File: src/rtl/axicb_slv_switch_wr.sv
`default_nettype none
// ============================================================================
// Module   : axicb_slv_switch_wr
// Purpose  : Master-side AXI write switch: AW decode, W routing, B round-robin
// Revision : 1.0
// ============================================================================
module axicb_slv_switch_wr #(
    parameter int                    AXI_ADDR_W      = 16,
    parameter int                    AXI_ID_W        = 8,
    parameter int                    SLV_NB          = 4,
    parameter logic [AXI_ADDR_W-1:0] SLV0_START_ADDR = 'h0000,
    parameter logic [AXI_ADDR_W-1:0] SLV0_END_ADDR   = 'h0FFF,
    parameter logic [AXI_ADDR_W-1:0] SLV1_START_ADDR = 'h1000,
    parameter logic [AXI_ADDR_W-1:0] SLV1_END_ADDR   = 'h1FFF,
    parameter logic [AXI_ADDR_W-1:0] SLV2_START_ADDR = 'h2000,
    parameter logic [AXI_ADDR_W-1:0] SLV2_END_ADDR   = 'h2FFF,
    parameter logic [AXI_ADDR_W-1:0] SLV3_START_ADDR = 'h3000,
    parameter logic [AXI_ADDR_W-1:0] SLV3_END_ADDR   = 'h3FFF,
    parameter int                    WFIFO_DEPTH     = 8,
    parameter int                    MAX_OSTD        = 16,
    parameter int                    AWCH_W          = 32,
    parameter int                    WCH_W           = 8,
    parameter int                    BCH_W           = 10
) (
    input  logic                     aclk,
    input  logic                     aresetn,
    input  logic                     i_awvalid,
    output logic                     i_awready,
    input  logic [AWCH_W-1:0]        i_awch,
    input  logic                     i_wvalid,
    output logic                     i_wready,
    input  logic                     i_wlast,
    input  logic [WCH_W-1:0]         i_wch,
    output logic                     i_bvalid,
    input  logic                     i_bready,
    output logic [BCH_W-1:0]         i_bch,
    output logic [SLV_NB-1:0]        o_awvalid,
    input  logic [SLV_NB-1:0]        o_awready,
    output logic [AWCH_W-1:0]        o_awch,
    output logic [SLV_NB-1:0]        o_wvalid,
    input  logic [SLV_NB-1:0]        o_wready,
    output logic                     o_wlast,
    output logic [WCH_W-1:0]         o_wch,
    input  logic [SLV_NB-1:0]        o_bvalid,
    output logic [SLV_NB-1:0]        o_bready,
    input  logic [SLV_NB*BCH_W-1:0]  o_bch
);

    localparam int C_PTR_W  = $clog2(WFIFO_DEPTH);
    localparam int C_OSTD_W = $clog2(MAX_OSTD + 1);
    localparam int C_NREQ   = SLV_NB + 1;
    localparam int C_GNT_W  = $clog2(C_NREQ);
    localparam logic [C_PTR_W:0]      C_DEPTH    = (C_PTR_W + 1)'(WFIFO_DEPTH);
    localparam logic [C_OSTD_W-1:0]   C_MAX_OSTD = C_OSTD_W'(MAX_OSTD);
    localparam logic [C_GNT_W-1:0]    C_DERR_IDX = C_GNT_W'(SLV_NB);
    localparam logic [AXI_ADDR_W-1:0] C_START [4] = '{SLV0_START_ADDR, SLV1_START_ADDR,
                                                      SLV2_START_ADDR, SLV3_START_ADDR};
    localparam logic [AXI_ADDR_W-1:0] C_END   [4] = '{SLV0_END_ADDR, SLV1_END_ADDR,
                                                      SLV2_END_ADDR, SLV3_END_ADDR};

    logic [AXI_ADDR_W-1:0] w_addr;
    logic [SLV_NB-1:0]     w_sel;
    logic                  w_hit;
    logic                  w_stall;
    logic                  w_aw_hs;
    logic                  w_full;
    logic                  w_empty;
    logic [SLV_NB:0]       w_head;
    logic                  w_head_err;
    logic [SLV_NB-1:0]     w_head_sel;
    logic                  w_w_hs;
    logic                  w_pop;
    logic [C_NREQ-1:0]     w_breq;
    logic [C_GNT_W-1:0]    w_rr_gnt;
    logic                  w_rr_hit;
    logic [C_GNT_W-1:0]    w_gnt;
    logic                  w_bvalid;
    logic [BCH_W-1:0]      w_bch;
    logic [SLV_NB-1:0]     w_bready;
    logic                  w_b_hs;

    logic [SLV_NB:0]       r_fifo [WFIFO_DEPTH];
    logic [C_PTR_W-1:0]    r_wptr;
    logic [C_PTR_W-1:0]    r_rptr;
    logic [C_PTR_W:0]      r_cnt;
    logic [C_OSTD_W-1:0]   r_ostd;
    logic                  r_derr_full;
    logic                  r_derr_rdy;
    logic [AXI_ID_W-1:0]   r_derr_id;
    logic [C_GNT_W-1:0]    r_ptr;
    logic [C_GNT_W-1:0]    r_gnt;
    logic                  r_lock;

    // Lowest-index window wins when windows overlap
    assign w_addr = i_awch[AXI_ID_W +: AXI_ADDR_W];
    always_comb begin
        w_sel = '0;
        w_hit = 1'b0;
        for (int i = 0; i < SLV_NB; i++) begin
            if (!w_hit && (w_addr >= C_START[i]) && (w_addr <= C_END[i])) begin
                w_sel[i] = 1'b1;
                w_hit    = 1'b1;
            end
        end
    end

    assign w_full    = (r_cnt == C_DEPTH);
    assign w_empty   = (r_cnt == '0);
    assign w_stall   = w_full | (r_ostd == C_MAX_OSTD);
    assign o_awvalid = {SLV_NB{i_awvalid & ~w_stall & w_hit}} & w_sel;
    assign i_awready = w_hit ? ((|(o_awready & w_sel)) & ~w_stall)
                             : (~w_stall & ~r_derr_full);
    assign w_aw_hs   = i_awvalid & i_awready;
    assign o_awch    = i_awch;

    // Head of the grant FIFO steers W; error bursts are swallowed locally
    assign w_head     = r_fifo[r_rptr];
    assign w_head_err = w_head[SLV_NB];
    assign w_head_sel = w_head[SLV_NB-1:0];
    assign o_wvalid   = {SLV_NB{i_wvalid & ~w_empty & ~w_head_err}} & w_head_sel;
    assign i_wready   = ~w_empty & (w_head_err | (|(o_wready & w_head_sel)));
    assign w_w_hs     = i_wvalid & i_wready;
    assign w_pop      = w_w_hs & i_wlast;
    assign o_wlast    = i_wlast;
    assign o_wch      = i_wch;

    always_ff @(posedge aclk) begin
        if (w_aw_hs) begin
            r_fifo[r_wptr] <= {~w_hit, w_sel};
        end
    end

    assign w_breq = {r_derr_full & r_derr_rdy, o_bvalid};

    // Round-robin: first scan from the pointer upward, then wrap to the low indices
    always_comb begin
        w_rr_gnt = r_ptr;
        w_rr_hit = 1'b0;
        for (int j = 0; j < C_NREQ; j++) begin
            if (!w_rr_hit && (C_GNT_W'(j) >= r_ptr) && w_breq[j]) begin
                w_rr_gnt = C_GNT_W'(j);
                w_rr_hit = 1'b1;
            end
        end
        for (int j = 0; j < C_NREQ; j++) begin
            if (!w_rr_hit && w_breq[j]) begin
                w_rr_gnt = C_GNT_W'(j);
                w_rr_hit = 1'b1;
            end
        end
    end

    assign w_gnt = r_lock ? r_gnt : w_rr_gnt;

    always_comb begin
        w_bvalid = 1'b0;
        w_bch    = '0;
        w_bready = '0;
        for (int j = 0; j < SLV_NB; j++) begin
            if (w_gnt == C_GNT_W'(j)) begin
                w_bvalid    = o_bvalid[j];
                w_bch       = o_bch[j*BCH_W +: BCH_W];
                w_bready[j] = i_bready;
            end
        end
        if (w_gnt == C_DERR_IDX) begin
            w_bvalid = r_derr_full & r_derr_rdy;
            w_bch    = {2'b11, r_derr_id};
        end
    end

    assign i_bvalid = w_bvalid;
    assign i_bch    = w_bch;
    assign o_bready = w_bready;
    assign w_b_hs   = w_bvalid & i_bready;

    always_ff @(posedge aclk or negedge aresetn) begin
        if (!aresetn) begin
            r_wptr      <= '0;
            r_rptr      <= '0;
            r_cnt       <= '0;
            r_ostd      <= '0;
            r_derr_full <= 1'b0;
            r_derr_rdy  <= 1'b0;
            r_derr_id   <= '0;
            r_ptr       <= '0;
            r_gnt       <= '0;
            r_lock      <= 1'b0;
        end else begin
            if (w_aw_hs) begin
                r_wptr <= r_wptr + 1'b1;
            end
            if (w_pop) begin
                r_rptr <= r_rptr + 1'b1;
            end
            case ({w_aw_hs, w_pop})
                2'b10:   r_cnt <= r_cnt + 1'b1;
                2'b01:   r_cnt <= r_cnt - 1'b1;
                default: r_cnt <= r_cnt;
            endcase

            case ({w_aw_hs, w_b_hs})
                2'b10:   r_ostd <= r_ostd + 1'b1;
                2'b01:   r_ostd <= (r_ostd != '0) ? r_ostd - 1'b1 : r_ostd;
                default: r_ostd <= r_ostd;
            endcase

            if (w_aw_hs && !w_hit) begin
                r_derr_full <= 1'b1;
                r_derr_id   <= i_awch[AXI_ID_W-1:0];
            end
            if (w_pop && w_head_err) begin
                r_derr_rdy <= 1'b1;
            end
            if (w_b_hs && (w_gnt == C_DERR_IDX)) begin
                r_derr_full <= 1'b0;
                r_derr_rdy  <= 1'b0;
            end

            // Hold the grant while a response is stalled so the payload stays stable
            if (w_b_hs) begin
                r_lock <= 1'b0;
                r_ptr  <= (w_gnt == C_DERR_IDX) ? '0 : w_gnt + 1'b1;
            end else if (w_bvalid) begin
                r_lock <= 1'b1;
                r_gnt  <= w_gnt;
            end
        end
    end

endmodule
`default_nettype wire

File: config.mk
export PLATFORM = sky130hd
export DESIGN_NAME = axicb_slv_switch_wr
export DESIGN_NICKNAME = d
export VERILOG_FILES = /design/src/rtl/axicb_slv_switch_wr.sv
export SDC_FILE = /design/constraint.sdc
export NUM_CORES = 1
export LEC_CHECK = 0
export ABC_AREA = 1
export BUFFER_PORTS_ARGS = -buffer_cell sky130_fd_sc_hd__buf_2
export CORE_ASPECT_RATIO = 0.6
export CORE_MARGIN = 3
export CORE_UTILIZATION = 54
export DETAILED_ROUTE_END_ITERATION = 7
export GPL_ROUTABILITY_DRIVEN = 1
export GPL_TIMING_DRIVEN = 0
export PLACE_DENSITY = 0.95
export REMOVE_ABC_BUFFERS = 1
export SLEW_MARGIN = 20
export SYNTH_ARGS = -nofsm -noshare
export SYNTH_HDL_FRONTEND = slang
export SYNTH_SLANG_ARGS = --single-unit
File: constraint.sdc
create_clock -name aclk -period 6.47 [get_ports aclk]
set_input_delay 1.294 -clock aclk [delete_from_list [all_inputs] [get_ports aclk]]
set_output_delay 1.294 -clock aclk [all_outputs]
set_load 0.01 [all_outputs]
# Word level (Yosys, flattened, before mapping)
# Memory sizes are Yosys's and may differ from the RTL's.
# Index checks and enable logic that the tools add are counted.
[totals] reg_bits=32 ramBits=40 word_cells=169 mem_count=1 in_bits=98
[classes] n_lt_le_gt_ge=13 add_sub_neg=7 mux=54 n_eq_ne=11 bitwise_logic=24 reduce_logical=49
[memory_table] memory="r_fifo" depth=8 word_bits=5 read_ports=1 rd_clocked_by_memory_dff=0 write_ports=1 line_no="82" rtl="logic [SLV_NB:0] r_fifo [WFIFO_DEPTH];"
[ops] operator="10-bit two-way mux" n=5
[ops] operator="3-bit two-way mux" n=12
[ops] operator="1-bit two-way mux" n=34
[ops] operator="16-bit by 14-bit greater-or-equal comparator with 1-bit output, second input constant" n=2
[ops] operator="16-bit by 14-bit <= comparator with 1-bit output, second input constant" n=2
[ops] operator="1-bit logical AND" n=24
[ops] operator="4-bit bitwise AND" n=4
[ops] operator="16-bit by 1-bit greater-or-equal comparator with 1-bit output, second input constant" n=1
[ops] operator="16-bit by 13-bit greater-or-equal comparator with 1-bit output, second input constant" n=1
[ops] operator="16-bit by 12-bit <= comparator with 1-bit output, second input constant" n=1
[ops] operator="16-bit by 13-bit <= comparator with 1-bit output, second input constant" n=1
[ops] operator="1-bit logical NOT" n=13
[ops] operator="1-bit bitwise AND" n=12
[ops] operator="5-bit case mux with 2 select lines" n=1
[ops] operator="2-bit nonzero test" n=5
[ops] operator="3-bit by 1-bit adder with 3-bit output, second input constant" n=3
[ops] operator="4-bit case mux with 2 select lines" n=1
[ops] operator="4-bit OR reduction" n=2
[ops] operator="3-bit by 2-bit equality test with 1-bit output, second input constant" n=2
[ops] operator="1-bit by 3-bit greater-or-equal comparator with 1-bit output, first input constant" n=2
[ops] operator="2-bit by 3-bit greater-or-equal comparator with 1-bit output, first input constant" n=2
[ops] operator="1-bit inverter" n=6
[ops] operator="5-bit by 1-bit adder with 5-bit output, second input constant" n=1
[ops] operator="5-bit equality test, second input constant" n=1
[ops] operator="other kinds (16)" n=20

# Longest topological paths before layout
# Gate-level depths: netlist of run 1.
[depth] depth_word=45 mapped_depth=34

# Worst setup path after synthesis of run 1
# OpenSTA, ideal clock, no wires.
[synth_timing] path_kind="input to output" start="input port o_bvalid[1]" end="output port i_bch[0]" arrival_ps=3356 t_required_ps=5176 setup_slack_ps=1820 stages=17 path_cell_list="inv_2 nand2_1 nand2_2 nand3_1 a21oi_2 nand3_1 nand2_1 nand2_1 nand2_1 nand2_2 nand2_4 inv_2 ha_1 nand3_1 clkbuf_1 clkbuf_1 a31oi_1"
[synth_between] elab_chain_len=36
[synth_lines] element="start, declared" line_no="44" rtl="input logic [SLV_NB-1:0] o_bvalid,"
[synth_lines] element="1-bit logical AND" line_no="140" rtl="if (!w_rr_hit && (C_GNT_W'(j) >= r_ptr) && w_breq[j]) begin"
[synth_lines] element="1-bit two-way mux" line_no="140"
[synth_lines] element="1-bit logical NOT" line_no="140"
[synth_lines] element="1-bit logical AND (2 in series)" line_no="140"
[synth_lines] element="1-bit two-way mux" line_no="140"
[synth_lines] element="1-bit logical NOT" line_no="140"
[synth_lines] element="1-bit logical AND (2 in series)" line_no="140"
[synth_lines] element="1-bit two-way mux" line_no="140"
[synth_lines] element="[... 16 more ...]"
[synth_lines] element="1-bit logical NOT" line_no="146" rtl="if (!w_rr_hit && w_breq[j]) begin"
[synth_lines] element="1-bit logical AND" line_no="146"
[synth_lines] element="3-bit two-way mux *" line_no="146"
[synth_lines] element="3-bit two-way mux *" line_no="153" rtl="assign w_gnt = r_lock ? r_gnt : w_rr_gnt;"
[synth_lines] element="net w_gnt[0]" line_no="76" rtl="logic [C_GNT_W-1:0] w_gnt;"
[synth_lines] element="3-bit logical NOT" line_no="160" rtl="if (w_gnt == C_GNT_W'(j)) begin"
[synth_lines] element="10-bit two-way mux (4 in series)" line_no="160"
[synth_lines] element="10-bit two-way mux *" line_no="166" rtl="if (w_gnt == C_DERR_IDX) begin"
[synth_lines] element="end, declared" line_no="36" rtl="output logic [BCH_W-1:0] i_bch,"
# Mark *: on every way through the listed nets, which the timed path passes. The rest lies on a longest branch.

# Final worst setup path of run 1
[layout_timing] start="input port o_bvalid[1]" end="output port i_bvalid"
[layout_between] elab_chain_len=36
[layout_lines] element="1-bit logical AND" line_no="140"
[layout_lines] element="1-bit two-way mux" line_no="140"
[layout_lines] element="1-bit logical NOT" line_no="140"
[layout_lines] element="1-bit logical AND (2 in series)" line_no="140"
[layout_lines] element="1-bit two-way mux" line_no="140"
[layout_lines] element="1-bit logical NOT" line_no="140"
[layout_lines] element="1-bit logical AND (2 in series)" line_no="140"
[layout_lines] element="1-bit two-way mux" line_no="140"
[layout_lines] element="[... 15 more ...]"
[layout_lines] element="1-bit two-way mux" line_no="146"
[layout_lines] element="1-bit logical NOT" line_no="146"
[layout_lines] element="1-bit logical AND" line_no="146"
[layout_lines] element="3-bit two-way mux" line_no="146"
[layout_lines] element="3-bit two-way mux" line_no="153"
[layout_lines] element="3-bit logical NOT" line_no="160"
[layout_lines] element="1-bit two-way mux (4 in series)" line_no="160"
[layout_lines] element="1-bit two-way mux *" line_no="166"
[layout_lines] element="end, declared" line_no="34" rtl="output logic i_bvalid,"
# Mark *: on every way between the ends. The rest lies on a longest branch, timed or not.

==> results.txt, run 1 <==
clock sink count - 72
DIE AREA - 9580 um2
setup TNS - 0 ns
Vias - 4268
core area - 8010 um2
DRC viols - 0
final critical-path required period - 5.69 ns
Avg Vias per Cell - 5.93
post-synthesis sequential area ratio - 44.1%
largest net degree at the start of global routing - 33
Crit path largest cell delay - 0.66 ns
vias in the first global route - 4006
routed length on met3 - 1940 um
H-tree levels - 3
# setup viols final - 0
Pins Over Slew Limit - 0
final hold vios - 0
YS warnings - 0
Bufs and invs on worst path - 4
fin cells - 720
DIE HEIGHT - 77.0 um
Final period util - 88.0%
row cnt - 25
Hold Crit Class - register to register
later-pin clock latency in the skew report - 0.33 ns
Clock Skews - 0.00924 ns
global-route wire length before repair - 21600 um
final net count - 718
status - finished, final reports clean
placed inst area - 4860 um2
initial antenna violation count - 0
clk slew on worst S/H paths - 0.06 ns
Crit Path Category - primary input to output pin
dpl ws - 0.944 ns
DP Cell Count - 704
Routed WL - 14000 um
CTS hold repair buffers - 0
buffers added on ports - 107
most numerous cell on the critical path - nand3_1
Final Cell Area - 5140 um2
cts repair resizes - 0
Max clock buf depth - 2
post-route ant nets - 0
cts bufs inserted - 9
Detailed Place HPWL - 10600 um
area leader, netlist - edfxtp_1
Worst path depth - 16
top post-synthesis cells by count - 96 x nand2_1, 73 x nor2_1, 56 x inv_1
Mapped Area - 4540 um2
Routability Congestion - 0.910
# IOs - 164
Worst slew margin - 33.8%
arrival time at the worst endpoint - 4.40 ns
uppermost layer routed - met5
Area Overhead vs Synth - 13.4%
fraction of registers with async set/reset - 44.4%
post-synth top area share - 26.5%
CP max-delay cell - nand3_1
critical path's top delay family - simple AND/OR/NAND/NOR gates
DR pass1 iterations - 6
RSZ-0062 raised after global routing - no
max_cap viols - 0
FF+latch count, synth - 72
Yosys cell types - 39
CP Cell Sequence - buf_2 -> inv_2 -> nand2_1 -> nand2_2 -> nand3_1 -> a21oi_2 -> nand2_1 -> nand3_1 -> nand3_1 -> a21oi_4 -> ha_1 -> nand3_1 -> inv_1 -> nand2_1 -> nand2_4 -> buf_2
CP endpoint kind - output pin
achievable clock frequency - 0.176 GHz
Post-synth EDFFs - 40
Req. time, crit path - 5.18 ns
CTS root buffer - clkbuf_16
Pwr Density - 565 nW/um2
Worst Tran Pin Value - 0.986 ns
Worst R2R Path Depth - 20
TritonCTS clock tree - done
worst hold path cell count - 1
initial core utilization - 56.7%
Avg Inst Size Synth - 8.37 um2
Die X - 124 um
GRT Util Overall - 29.5%
share of cells above drive strength 1 - 26.0%
DR iter-0 viols - 478
setup ws final - 0.778 ns
Overall Power - 2910 uW
Leak Pwr - 0.00249 uW
CP max FO - 22
leading register cell type out of synthesis - edfxtp_1
postcts setup bufs - 0
Max VDD drop - 0.353 mV
startpoint types - primary input
ant diodes - 0
met2 wire len - 5950 um
DRT met1 WL - 5750 um
count leader, synth - nand2_1
gr ovfl total - 0
Routed WL per cell - 19.5 um
Mapped Cells - 542
largest cells by area after synthesis - edfxtp_1 26%, dfrtp_1 18%, nand2_1 7.9%, buf_4 6.8%, nor2_1 6.0%
power by group:
group          internal (uW)  switching (uW)  leakage, uW
logic                    596            1110      0.00159
clock network            296             185     0.000142
registers                606             118     0.000752
cell usage in the layout (no fill, tap or decap), types with 2 or more instances in the layout:
cell type    n
o221ai_1     8
dfrtp_1     32
nand2_1     96
xnor2_1      2
o22ai_1     10
nand2_2      7
nor2_1      73
clkinv_4     2
nand3_1     28
o211ai_1     2
or2_2        2
ha_1        11
nand3_2      3
a31oi_1     10
fa_1         2
clkbuf_16    9
nand2_4      4
buf_2      107
mux2_2       8
o21ai_0     33
inv_2        7
nor3_1       3
clkinv_1     6
inv_1       56
nand4_1     11
nor4_1       2
a21oi_1     10
nor2_2       2
xor2_1       6
edfxtp_1    40
a21oi_2      2
o21ai_1      7
logic make-up after synthesis:
logic type               synth area share, %
AND/OR/NAND/NOR                         23.2
buffers and inverters                   13.3
XOR/XNOR                                1.90
AO/OA/AOI/OAI                           11.6
adder cells (fa/ha/maj)                 3.92
multiplexers                            1.99
flip-flops                              44.1
layout make-up:
class                           count  area, um2
Timing Repair Buffer              107        536
Inverter                           67        251
Clock inverter                      6       60.1
Multi-Input combinational cell    350       1930
Sequential cell                    72       2000
Tap cell                          108        135
Fill cell                         606       2860
Clock buffer                       10        229
routing by layer:
layer	global-route usage [%]	vias to the layer above
met5	6.42	-
met4	9.08	2
met3	13.8	44
met2	42.1	326
met1	39.3	1992
li1	-	1904
worst paths after layout:
check                             end         from  slack (ns)
min in group asynchronous  r_derr_rdy      aresetn        1.03
max                          i_bvalid  o_bvalid[1]        0.78
max reg2reg                 r_ostd[4]  r_derr_full        1.73
min                          r_cnt[0]     r_cnt[0]        0.51
max in group asynchronous   r_ostd[0]      aresetn        4.96
min reg2reg                  r_cnt[0]     r_cnt[0]        0.51
flip-flops by register name, indices dropped and copies added (netlist names), 3 cells and up:
signal / cells
r_ostd: 5
r_derr_id: 8
r_cnt: 4
r_fifo: 40
r_ptr: 3
r_gnt: 3
r_wptr: 3
r_rptr: 3
metrics by stage:
step / utilization (%) / hold slack [ns]
2_1_floorplan: - / 0.451
3_3_place_gp: 60.6 / 0.477
3_5_place_dp: 60.6 / 0.482
4_1_cts: 64.3 / 0.500
5_1_grt: 64.3 / 0.523
6_report: 64.3 / 0.512
(Power assumes the default switching activity.)
==> run 2: changes to the inputs <==
ABC_AREA = unset   (was 1)
==> run 2 against run 1 <==
Area after synthesis shrank 1.5%. Clock skew shrank 0.0044 ns. Largest cell class is now multi-input gates. Combinational power shrank 9%. Design area shrank 1.4%. Critical path depth grew 5. Total power shrank 3.4%. Worst hold slack lost 0.011 ns. Sequential power grew 6.5%. Critical path type is now primary input to register. Non-clock buffer count is the same. Largest power group unchanged. Register-to-register slack lost 0.47 ns. Utilization shrank 0.42 points. Highest routed layer unchanged.
==> results.txt, run 2 <==
status - finished, final reports clean
buffers added on ports - 107 (unchanged)
YS warnings - 0 (unchanged)
Die X - 123 um (-0.70%)
area leader, netlist - edfxtp_1
DR iter-0 viols - 492 (+2.9%)
DIE AREA - 9440 um2 (-1.4%)
commonest non-fill, non-tap cells in the layout - 107 x buf_2, 40 x edfxtp_1, 36 x nor2_1, 32 x dfrtp_1, 27 x nand2_1
top post-synthesis cells by count - 42 x buf_4, 40 x edfxtp_1, 36 x nor2_1
Worst Tran Pin Value - 1.01 ns (+0.0252 ns)
count leader, synth - buf_4
Req. time, crit path - 6.69 ns (+1.51 ns)
cts repair resizes - 0 (unchanged)
FF+latch count, synth - 72 (unchanged)
DRC viols - 0 (unchanged)
Area Overhead vs Synth - 13.4% (about the same)
clock sink count - 72 (unchanged)
achievable clock frequency - 0.173 GHz (-1.7%)
gr ovfl total - 0 (unchanged)
Biggest register - r_fifo
Final period util - 89.5% (+1.5 points)
# IOs - 164 (unchanged)
Mapped Area - 4470 um2 (-1.5%)
RSZ-0062 raised after global routing - no
global-route wire length before repair - 20000 um (-7.4%)
Final Cell Area - 5070 um2 (-1.4%)
Leak Pwr - 0.00223 uW (-10%)
Post-synth EDFFs - 40 (unchanged)
DR pass1 iterations - 5 (-1)
CP max FO - 10 (-55%)
Worst slew margin - 32.1% (-1.7 points)
GRT Util Overall - 28.2% (-1.2 points)
max_cap viols - 0 (unchanged)
Mapped Cells - 412 (-24%)
Routed WL - 13300 um (-5.6%)
Max clock buf depth - 2 (unchanged)
Clock Skews - 0.00486 ns (-0.00438 ns)
Detailed Place HPWL - 9690 um (-8.7%)
Largest regs - r_fifo: 40 flops, r_derr_id: 8 flops, r_ostd: 5 flops
commonest non-fill, non-tap cell in the layout - buf_2
fraction of registers with async set/reset - 44.4% (unchanged)
setup TNS - 0 ns (unchanged)
Routability Congestion - 0.965 (+6.1%)
DIE HEIGHT - 76.5 um (-0.68%)
largest net degree at the start of global routing - 33 (unchanged)
vias in the first global route - 3668 (-8.4%)
post-route ant nets - 0 (unchanged)
Crit Path Category - primary input to register
share of cells above drive strength 1 - 34.9% (+9.0 points)
largest cells by area after synthesis - edfxtp_1 27%, dfrtp_1 18%, buf_4 7.1%, mux4_2 5.5%, mux2_2 4.0%
Pins Over Slew Limit - 0 (unchanged)
Largest register FFs - 40 (unchanged)
Max VDD drop - 0.272 mV (-23%)
later-pin clock latency in the skew report - 0.34 ns (about the same)
post-synthesis sequential area ratio - 44.8% (+0.65 points)
arrival time at the worst endpoint - 6.00 ns (+1.60 ns)
core area - 7950 um2 (-0.78%)
leading register cell type out of synthesis - edfxtp_1
ant diodes - 0 (unchanged)
Yosys cell types - 58 (+49%)
post-synth top area share - 26.9% (+0.39 points)
Avg Vias per Cell - 6.43 (+8.4%)
row cnt - 25 (unchanged)
Vias - 3747 (-12%)
startpoint types - primary input
Routed WL per cell - 22.7 um (+17%)
CP endpoint kind - register
Hold Crit Class - register to register
final critical-path required period - 5.79 ns (+0.0962 ns)
final net count - 581 (-19%)
cts bufs inserted - 9 (unchanged)
Pwr Density - 554 nW/um2 (-2.0%)
# setup viols final - 0 (unchanged)
CTS hold repair buffers - 0 (unchanged)
final hold vios - 0 (unchanged)
initial antenna violation count - 0 (unchanged)
placed inst area - 4740 um2 (-2.3%)
Avg Inst Size Synth - 10.9 um2 (+30%)
initial core utilization - 56.3% (-0.39 points)
CTS root buffer - clkbuf_16
TritonCTS clock tree - done
postcts setup bufs - 0 (unchanged)
clk slew on worst S/H paths - 0.06 ns (about the same)
H-tree levels - 3 (unchanged)
==> run 2: cell types whose count changed in the layout (fill, tap and decap cells not counted), sizes merged, moves of 10 or more <==
cell,previous run,this run
nand2,107,28
o21ai,40,12
nand4,12,1
nand3,32,6
inv,63,18
mux4,0,11
o22ai,10,0
mux2,8,20
nor2,75,36
a21oi,13,26
==> run 2: critical path, cell delays in order <==
cell       delay, ns
buf_2           0.15
nor2b_1         0.14
o21a_1          0.22
o32a_1          0.37
a31oi_4         0.21
o21ai_1         0.24
inv_1           0.11
ha_1            0.25
nand2_1         0.11
or2_2           0.28
mux2_4          0.28
a2111oi_2       0.34
o311a_1         0.55
nand2_1         0.18
inv_1           0.15
ha_1            0.29
a21o_1          0.20
a21oi_1         0.23
nand2b_1        0.19
o21a_1          0.13
a22oi_1         0.08
==> run 2: metal layers <==
| layer | global-route usage, % | routed length, um | up-vias |
|---|---|---|---|
| met4 | 10.1 | 360 | 2 |
| met1 | 37.2 | 5090 | 1814 |
| met5 | 5.68 | 74 | - |
| li1 | - | - | 1576 |
| met2 | 40.4 | 5910 | 310 |
| met3 | 13.1 | 1820 | 45 |
==> run 2: cell families after synthesis <==
kind of cell / count (synthesis) / synth area share, %
AND/OR/NAND/NOR: 125 / 14.1
AO/OA/AOI/OAI: 77 / 12.3
buffers and inverters: 76 / 10.2
flip-flops: 72 / 44.8
multiplexers: 38 / 12.5
adder cells (fa/ha/maj): 13 / 3.97
XOR/XNOR: 11 / 2.15
==> run 2: power by group <==
group	total (uW)	leakage, uW	switching [uW]	internal, uW
Sequential	771	0.000743	169	602
Combinational	1540	0.00134	841	694
Clock	505	0.000147	202	302
Total	2810	0.00223	1210	1600
==> run 2: through the flow <==
stage	worst slack [ns]	utilization, %	hold WS, ns	total power (uW)	instances
after global routing	0.397	63.8	0.517	2960	583
after CTS	0.455	63.5	0.493	2760	583
after floorplan	1.22	-	0.445	1760	352
after global placement	0.687	59.7	0.463	2120	567
final	0.682	63.8	0.501	2810	583
after detailed placement	0.417	59.7	0.483	2240	567
==> run 2: final cells by class <==
type	instances	area [um2]
clock buffers	9	225
flip-flops and latches	72	2000
fillers	548	2870
repair buffers	107	536
inverters	16	60.1
multi-input cells	264	2040
well taps	108	135
clock inverters	7	77.6
==> run 2: path summary, 6_finish.rpt <==
kind	from	end	slack (ns)	cells after the start
setup / recovery	o_bvalid[0]	r_ostd[4]	0.68	21
hold / removal	r_ostd[4]	r_ostd[4]	0.50	1
setup reg to reg	r_ptr[2]	r_ostd[4]	1.26	20
hold reg to reg	r_ostd[4]	r_ostd[4]	0.50	1
max in group asynchronous	aresetn	r_derr_id[4]	4.97	1
min in group asynchronous	aresetn	r_gnt[1]	1.02	1
==> run 3: changes to the inputs <==
PLACE_DENSITY = 0.86   (was 0.95)
==> run 3 against run 2 <==
Via count decreased by 4.8%. Clock skew rose by 0.0027 ns. First-iteration DRC count fell by 17%. Sequential share of layout area is 0.22 points higher. Global-route usage down 1.5 points. Critical path depth did not move. Routed wire length fell by 7.0%. Critical endpoint unchanged. Largest power group unchanged.
==> results.txt, run 3 (synthesis gave the netlist of run 2 again) <==
arrival time at the worst endpoint - 6.11 ns (+0.11 ns)
Max clock buf depth - 2 (unchanged)
Routability Congestion - 0.929 (-3.8%)
CTS root buffer - clkbuf_16
fin cells - 583 (unchanged)
Vias - 3569 (-4.8%)
clk slew on worst S/H paths - 0.06 ns (about the same)
initial antenna violation count - 0 (unchanged)
DIE HEIGHT - 76.5 um (unchanged)
postcts setup bufs - 0 (unchanged)
M1 GR Usage - 34.6% (-2.6 points)
DP Cell Count - 567 (unchanged)
DRC viols - 0 (unchanged)
setup ws final - 0.608 ns (-0.0743 ns)
Max VDD drop - 0.214 mV (-21%)
commonest non-fill, non-tap cells in the layout - 107 x buf_2, 40 x edfxtp_1, 36 x nor2_1, 32 x dfrtp_1, 27 x nand2_1
Crit Path Category - primary input to register
vias in the first global route - 3583 (-2.3%)
CP endpoint kind - register
ant diodes - 0 (unchanged)
startpoint types - primary input
Avg Vias per Cell - 6.12 (-4.8%)
achievable clock frequency - 0.171 GHz (-1.3%)
worst setup path end - r_ostd[4]
dpl ws - 0.414 ns (-0.00307 ns)
CP max FO - 10 (unchanged)
Final period util - 90.6% (+1.1 points)
GRT Util Overall - 26.8% (-1.5 points)
buffers added on ports - 107 (unchanged)
Req. time, crit path - 6.72 ns (+0.03 ns)
gr ovfl total - 0 (unchanged)
min-delay src - r_ostd[4]
DR iter-0 viols - 406 (-17%)
final critical-path required period - 5.86 ns (+0.0743 ns)
cts repair resizes - 0 (unchanged)
Largest register FFs - 40 (unchanged)
status - finished, final reports clean
final net count - 581 (unchanged)
# setup viols final - 0 (unchanged)
max_cap viols - 0 (unchanged)
clock sink count - 72 (unchanged)
Fill cells - 599 (+9.3%)
share of cells above drive strength 1 - 34.7% (-0.21 points)
DR pass1 iterations - 5 (unchanged)
final hold vios - 0 (unchanged)
cts bufs inserted - 9 (unchanged)
Leak Pwr - 0.00220 uW (-1.3%)
row cnt - 25 (unchanged)
Worst Tran Pin Value - 1.03 ns (+0.0139 ns)
Clock Skews - 0.00761 ns (+0.00274 ns)
Final Util - 63.5% (-0.35 points)
Detailed Place HPWL - 9230 um (-4.8%)
CTS hold repair buffers - 0 (unchanged)
TritonCTS clock tree - done
Pins Over Slew Limit - 0 (unchanged)
Biggest register - r_fifo
Worst R2R Path Depth - 20 (unchanged)
setup TNS - 0 ns (unchanged)
core area - 7950 um2 (unchanged)
largest net degree at the start of global routing - 33 (unchanged)
Worst slew margin - 31.1% (-0.94 points)
DIE AREA - 9440 um2 (unchanged)
Die X - 123 um (unchanged)
Pwr Density - 539 nW/um2 (-2.8%)
met2 usage - 39.1% (-1.3 points)
post-route ant nets - 0 (unchanged)
M3 GR Usage - 13.4% (+0.22 points)
Hold Crit Class - register to register
Area Overhead vs Synth - 12.8%
global-route wire length before repair - 19200 um (-3.9%)
RR Endpoint - r_ostd[4]
Reg2Reg Launch Point - r_ptr[2]
RSZ-0062 raised after global routing - no
register-to-register path setup slack - 1.17 ns (-0.09 ns)
start point of the critical path - o_bvalid[0]
GR peak layer - met2
Largest regs - r_fifo: 40 flops, r_derr_id: 8 flops, r_ostd: 5 flops
# IOs - 164 (unchanged)
H-tree levels - 3 (unchanged)
initial core utilization - 56.3% (unchanged)
Routed WL - 12300 um (-7.0%)
Routed WL per cell - 21.1 um (-7.0%)
later-pin clock latency in the skew report - 0.33 ns (about the same)
commonest non-fill, non-tap cell in the layout - buf_2
==> run 3: cell types whose count changed in the layout (fill, tap and decap cells not counted), sizes merged <==
cell,before,now
clkinv,3,1
inv,18,16
bufinv,1,0
clkbuf,9,10
clkinvlp,1,5
==> run 3: worst min-delay path by stage <==
stage	end	cells past startpoint
6_report	r_ostd[4]	1
5_1_grt	r_derr_id[2]	1
4_1_cts	r_derr_id[5]	1
3_5_place_dp	r_derr_id[5]	1
3_3_place_gp	r_ostd[4]	1
2_1_floorplan	r_ostd[4]	1
==> run 3: worst max-delay path, cell delays in order <==
cell	delay, ns
buf_2	0.15
nor2b_1	0.14
o21a_1	0.22
o32a_1	0.37
a31oi_4	0.21
o21ai_1	0.25
inv_1	0.11
ha_1	0.24
nand2_1	0.11
or2_2	0.28
mux2_4	0.28
a2111oi_2	0.37
o311a_1	0.51
nand2_1	0.19
inv_1	0.16
ha_1	0.29
a21o_1	0.20
a21oi_1	0.26
nand2b_1	0.20
mux2i_1	0.09
a22oi_1	0.16
==> run 3: where the power goes <==
group          switching, uW  total (uW)  internal [uW]
Combinational            811        1500            690
Clock                    193         454            261
Sequential               160         763            602
Total                   1160        2720           1550
==> run 3: metal layers <==
metal / vias up / routed length (um)
met5: - / 72
met1: 1780 / 4900
met2: 187 / 5670
met3: 23 / 1480
met4: 2 / 205
li1: 1577 / -
==> run 3: cell type report <==
cell class                 count  area [um2]  share of cell area (%)
sequential                    72        2000                    39.7
multi-input combinational    264        2040                    40.4
clock inverter                 6        46.3                   0.918
clock buffer                  10         229                    4.54
tap                          108         135                    2.68
timing repair buffer         107         536                    10.6
inverter                      16        60.1                    1.19
==> run 3: per-stage QoR <==
step	hold slack, ns	total power [uW]	area, um2
after CTS	0.507	2700	5030
final	0.509	2720	5040
after detailed placement	0.495	2220	4750
after floorplan	0.445	1760	4070
after global routing	0.519	2890	5040
after global placement	0.461	2130	4740
